[config.mk]
export PLATFORM = sky130hd
export DESIGN_NAME = seq_shift_unit
export DESIGN_NICKNAME = d
export VERILOG_FILES = /design/src/rtl/seq_shift_unit.sv
export SDC_FILE = /design/constraint.sdc
export NUM_CORES = 1
export LEC_CHECK = 0
export ABC_AREA = 1
export ABC_CLOCK_PERIOD_IN_PS = 2190
export BUFFER_PORTS_ARGS = -buffer_cell sky130_fd_sc_hd__buf_4
export CAP_MARGIN = 25
export CORE_MARGIN = 5
export CORE_UTILIZATION = 35
export DETAILED_ROUTE_END_ITERATION = 16
export GPL_ROUTABILITY_DRIVEN = 0
export PLACE_DENSITY = 0.63
export SKIP_CTS_REPAIR_TIMING = 1
export SLEW_MARGIN = 25
export SYNTH_ARGS = -nofsm -noshare
export SYNTH_HDL_FRONTEND = slang
export SYNTH_SLANG_ARGS = --single-unit
[constraint.sdc]
create_clock -name CLK -period 2.19 [get_ports CLK]
set_input_delay 0.438 -clock CLK [delete_from_list [all_inputs] [get_ports CLK]]
set_output_delay 0.438 -clock CLK [all_outputs]
set_load 0.02 [all_outputs]
[src/rtl/seq_shift_unit.sv]
// seq_shift_unit: multi-cycle shift/rotate unit, SHIFT_STEP bits per clock, start/busy/done handshake.
// Revision: 1.0
`default_nettype none

module seq_shift_unit #(
  parameter int Operand_SIZE = 16,
  parameter int ALU_OUT      = 32,
  parameter int SHAMT_WIDTH  = 5,
  parameter int SHIFT_STEP   = 1
) (
  input  logic                    CLK,
  input  logic                    RST,
  input  logic [Operand_SIZE-1:0] A,
  input  logic [Operand_SIZE-1:0] B,
  input  logic [2:0]              ALU_FUN,
  input  logic                    SHIFT_Enable,
  output logic [ALU_OUT-1:0]      SHIFT_OUT,
  output logic                    SHIFT_Carry,
  output logic                    SHIFT_Busy,
  output logic                    SHIFT_Flag
);

  localparam int W    = Operand_SIZE;
  localparam int CNTW = $clog2(W + 1);
  localparam int IDXW = $clog2(W);
  localparam int NW   = ((SHAMT_WIDTH > CNTW) ? SHAMT_WIDTH : CNTW) + 1;

  localparam logic [CNTW-1:0] W_C    = CNTW'(W);
  localparam logic [CNTW-1:0] STEP_C = CNTW'(SHIFT_STEP);
  localparam logic [CNTW-1:0] ONE_C  = CNTW'(1);
  localparam logic [NW-1:0]   W_N    = NW'(W);

  localparam logic [2:0] FN_LSR = 3'b000;
  localparam logic [2:0] FN_LSL = 3'b001;
  localparam logic [2:0] FN_ASR = 3'b010;
  localparam logic [2:0] FN_ROR = 3'b011;
  localparam logic [2:0] FN_ROL = 3'b100;

  typedef enum logic [1:0] {
    S_IDLE  = 2'd0,
    S_LOAD  = 2'd1,
    S_SHIFT = 2'd2,
    S_DONE  = 2'd3
  } state_t;

  state_t          state, state_nxt;
  logic [W-1:0]    work;
  logic [2:0]      fun;
  logic [CNTW-1:0] remaining;

  logic [NW-1:0]   n_ext;
  logic [CNTW-1:0] n_eff;
  logic [CNTW-1:0] k;
  logic [IDXW-1:0] idx_lo, idx_hi;
  logic            last_step;
  logic [W-1:0]    shifted;
  logic            bit_out;
  logic            unused_b;

  // Only the low SHAMT_WIDTH bits of B carry the amount.
  assign unused_b = ^B;

  function automatic logic [ALU_OUT-1:0] extend(input logic [W-1:0] v, input logic [2:0] f);
    logic [ALU_OUT-1:0] r;
    if (f == FN_ASR) r = ALU_OUT'($signed(v));
    else             r = ALU_OUT'(v);
    return r;
  endfunction

  // Effective amount: linear shifts saturate at W, rotates wrap modulo W.
  always_comb begin
    n_ext = NW'(B[SHAMT_WIDTH-1:0]);
    n_eff = '0;
    case (ALU_FUN)
      FN_LSR, FN_LSL, FN_ASR: n_eff = (n_ext > W_N) ? W_C : n_ext[CNTW-1:0];
      FN_ROR, FN_ROL:         n_eff = CNTW'(n_ext[IDXW-1:0]);
      default:                n_eff = '0;
    endcase
  end

  always_comb begin
    k         = (remaining < STEP_C) ? remaining : STEP_C;
    last_step = (remaining <= STEP_C);
    idx_lo    = IDXW'(k - ONE_C);
    idx_hi    = IDXW'(W_C - k);
    shifted   = work;
    bit_out   = 1'b0;
    case (fun)
      FN_LSR: begin shifted = work >> k;                        bit_out = work[idx_lo]; end
      FN_LSL: begin shifted = work << k;                        bit_out = work[idx_hi]; end
      FN_ASR: begin shifted = W'($signed(work) >>> k);          bit_out = work[idx_lo]; end
      FN_ROR: begin shifted = (work >> k) | (work << (W_C - k)); bit_out = work[idx_lo]; end
      FN_ROL: begin shifted = (work << k) | (work >> (W_C - k)); bit_out = work[idx_hi]; end
      default: begin shifted = work; bit_out = 1'b0; end
    endcase
  end

  always_ff @(posedge CLK or negedge RST) begin
    if (!RST) state <= S_IDLE;
    else      state <= state_nxt;
  end

  always_comb begin
    state_nxt  = state;
    SHIFT_Busy = 1'b0;
    SHIFT_Flag = 1'b0;
    case (state)
      S_IDLE:  if (SHIFT_Enable) state_nxt = S_LOAD;
      S_LOAD: begin
        SHIFT_Busy = 1'b1;
        state_nxt  = (remaining == '0) ? S_DONE : S_SHIFT;
      end
      S_SHIFT: begin
        SHIFT_Busy = 1'b1;
        if (last_step) state_nxt = S_DONE;
      end
      S_DONE: begin
        SHIFT_Flag = 1'b1;
        state_nxt  = S_IDLE;
      end
      default: state_nxt = S_IDLE;
    endcase
  end

  // Results are committed on the edge entering DONE so they are valid during DONE.
  always_ff @(posedge CLK or negedge RST) begin
    if (!RST) begin
      work        <= '0;
      fun         <= '0;
      remaining   <= '0;
      SHIFT_OUT   <= '0;
      SHIFT_Carry <= 1'b0;
    end else begin
      case (state)
        S_IDLE: begin
          if (SHIFT_Enable) begin
            work      <= A;
            fun       <= ALU_FUN;
            remaining <= n_eff;
          end
        end
        S_LOAD: begin
          if (remaining == '0) begin
            SHIFT_OUT   <= extend(work, fun);
            SHIFT_Carry <= 1'b0;
          end
        end
        S_SHIFT: begin
          work      <= shifted;
          remaining <= remaining - k;
          if (last_step) begin
            SHIFT_OUT   <= extend(shifted, fun);
            SHIFT_Carry <= bit_out;
          end
        end
        default: ;
      endcase
    end
  end

endmodule

`default_nettype wire

==> impl_metrics.tcl <==
set metrics [dict create \
    status "completed" \
    rr_worst_depth 10 \
    synth.largest_area_cell "dfrtp_1" \
    cts_made_buffers 5 \
    rsz0062_at_grt "no" \
    yosys.area.top_type_share 0.309 \
    vias 3906 \
    end_kind "register" \
    port_buffers 61 \
    grt_max_degree 45 \
    crit_chain "nor2_8, buf_4, nand3_4, buf_4, nor4_4, buf_4, o21ai_0, a21oi_1, o21bai_1, a21oi_1" \
    critPathRequiredTime_ns 2.43 \
    relSlewSlack 0.611 \
    core_area_um2 9860 \
    power_mw 7.92 \
    period_minus_slack_ns 2.06 \
    hold_class "input pin to async pin" \
    fill_cells 1017 \
    cts_root_buffer "clkbuf_8" \
    cts_tree "yes" \
    critPathMaxStageDelay_ns 0.46 \
    drtAntennaViolNets 0 \
    die_w_um 111 \
    antenna_found_initial 0 \
    avgSynthCellArea_um2 6.91 \
    syn_nets 559 \
    dp_hpwl_um 8230 \
    rrSetupSlack_ns 0.13 \
    hold_viol 0 \
    netlist_top_cells_area "dfrtp_1 (31%), nand2_1 (11%), a21oi_1 (9.0%), nand3_1 (5.9%), o21ai_0 (4.6%)" \
    initial_utilization 0.361 \
    yosys-top-cells-count "nand2_1 (108), a21oi_1 (64), dfrtp_1 (44), inv_1 (43), nand3_1 (42)" \
    critical_path.most_common_cell "buf_4" \
    rows 36 \
    path_class "register to register" \
    multi_input_area_um2 2070 \
    nNetsFinal 623 \
    reg2reg_to "work[3]" \
    routed_via_density 5.48 \
    post-route-period-util 0.941 \
    critPathSlowestCell "dfrtp_2" \
    drcViolationCount 0 \
    ys_ff_latch 44 \
    syn2layout_area_growth_pct 21.7 \
    cts_buffer_depth 2 \
    antenna_cells 0 \
    synth_edf_count 0 \
    startpoint_type "register" \
    layout.area.seq_um2 1110 \
    worst-path-buf-inv 3 \
    worst_pin_slew_ns 0.584 \
    fmax_ghz 0.485 \
    grt_pass1_wl_um 18400 \
    clk_pin_slew_ns 0.08 \
    drive_gt1_frac 0.229 \
    totalWireLength_um 11400 \
    r2r-start "remaining[1]" \
    cp_top_family "buffers and inverters" \
    synthFlopType "dfrtp_1" \
    clock_latency_ns 0.31 \
    htree_num_levels 2 \
    die_area_um2 12300 \
    track_usage 0.181 \
    ys_types 42 \
    critPathArrivalTime_ns 2.30 \
    async_flop_share 1.00 \
    drtPass1Iterations 5 \
    synth.most_common_cell "nand2_1" \
    ys_seq_area_frac 0.309 \
    die_h_um 111 \
    grt_pass1_vias 3631 \
    irDropWorstVdd_v 0.000692 \
    wl_per_cell_um 16.0 \
    finClkSkew_ns 0.00648 \
    numClockSinks 44 \
    setup_viol 0 \
    slew_viol_final 0 \
    io_pins 73 \
    leakagePower_nw 2.09 \
    synth.cell_area_um2 3560 \
    max-cap-violations 0 \
    powerDensity_nw_per_um2 1830 \
    critPathMaxFanout 10 \
    syn_inst 515 \
    drtIter0Drc 531 \
    tns_ns 0 \
    overflow 0 \
    ys_warn_count 0 \
]
-- where the power goes --
part,total [mW],internal (mW),switching [mW]
clock,0.585,0.288,0.297
sequential,1.67,1.25,0.421
combinational,5.66,2.14,3.52
-- layout make-up --
type                       count  area share
tap                          133      0.0384
sequential                    44       0.255
clock buffer                   8      0.0231
multi-input combinational    387       0.478
inverter                      48      0.0433
timing repair buffer          93       0.162
-- routing by layer --
layer  vias to the layer above  wire [um]  track usage
met5                         -          0            0
met4                         0        304       0.0714
met3                        31        911       0.0388
met2                       182       5260        0.279
met1                      1826       4910        0.246
li1                       1867          -            -
-- metrics by stage --
step	utilization	area [um^2]	hold WS, ns	instances	worst slack [ns]
after CTS	0.431	4250	0.145	706	0.0544
final	0.439	4330	0.117	713	0.130
after global placement	0.421	4150	0.482	698	0.0930
after detailed placement	0.421	4150	0.486	698	0.0814
after global routing	0.439	4330	0.155	713	0.00396
after floorplan	-	3580	0.142	515	0.000843
-- how the worst max path moves through the flow --
stage            startpoint            end  slack, ns  cells past startpoint
3_5_place_dp   remaining[4]    SHIFT_Carry       0.08                     13
5_1_grt        remaining[1]  SHIFT_OUT[15]      0.004                     15
6_report       remaining[1]        work[3]       0.13                     10
4_1_cts        remaining[4]   SHIFT_OUT[0]       0.05                     14
2_1_floorplan  remaining[2]       work[14]     0.0008                     12
3_3_place_gp   remaining[4]  SHIFT_OUT[15]       0.09                     15
-- flip-flops by register name, indices dropped and copies added, names as in the netlist --
register and count:
SHIFT_Carry 1, state 2, SHIFT_OUT 17, fun 3, remaining 5, work 16
-- cell families (layout without fill, tap and decap cells) --
logic type | count (synthesis) | in the layout | synth area share
AO/OA/AOI/OAI | 155 | 155 | 0.255
flip-flops | 44 | 44 | 0.309
AND/OR/NAND/NOR | 223 | 224 | 0.296
buffers and inverters | 85 | 149 | 0.115
other | 1 | 1 | 0.00105
adder cells (fa/ha/maj) | 6 | 6 | 0.0211
XOR/XNOR | 1 | 1 | 0.00246
-- layout by cell type (no fill, tap or decap), types with 3 or more instances in the layout --
master and n:
a21boi_1 9, a21oi_1 64, a22oi_1 8, a2bb2oi_1 5
a31oi_1 5, buf_4 92, clkbuf_8 7, dfrtp_1 40
dfrtp_2 4, ha_1 5, inv_1 43, inv_2 3
nand2_1 108, nand2_2 4, nand3_1 42, nand4_1 9
nor2_1 36, nor2_8 3, nor3_1 5, o211ai_1 8
o21ai_0 32, o21ai_1 11, o22ai_1 6, or2_2 10
Power figures use the tool's default switching activity.
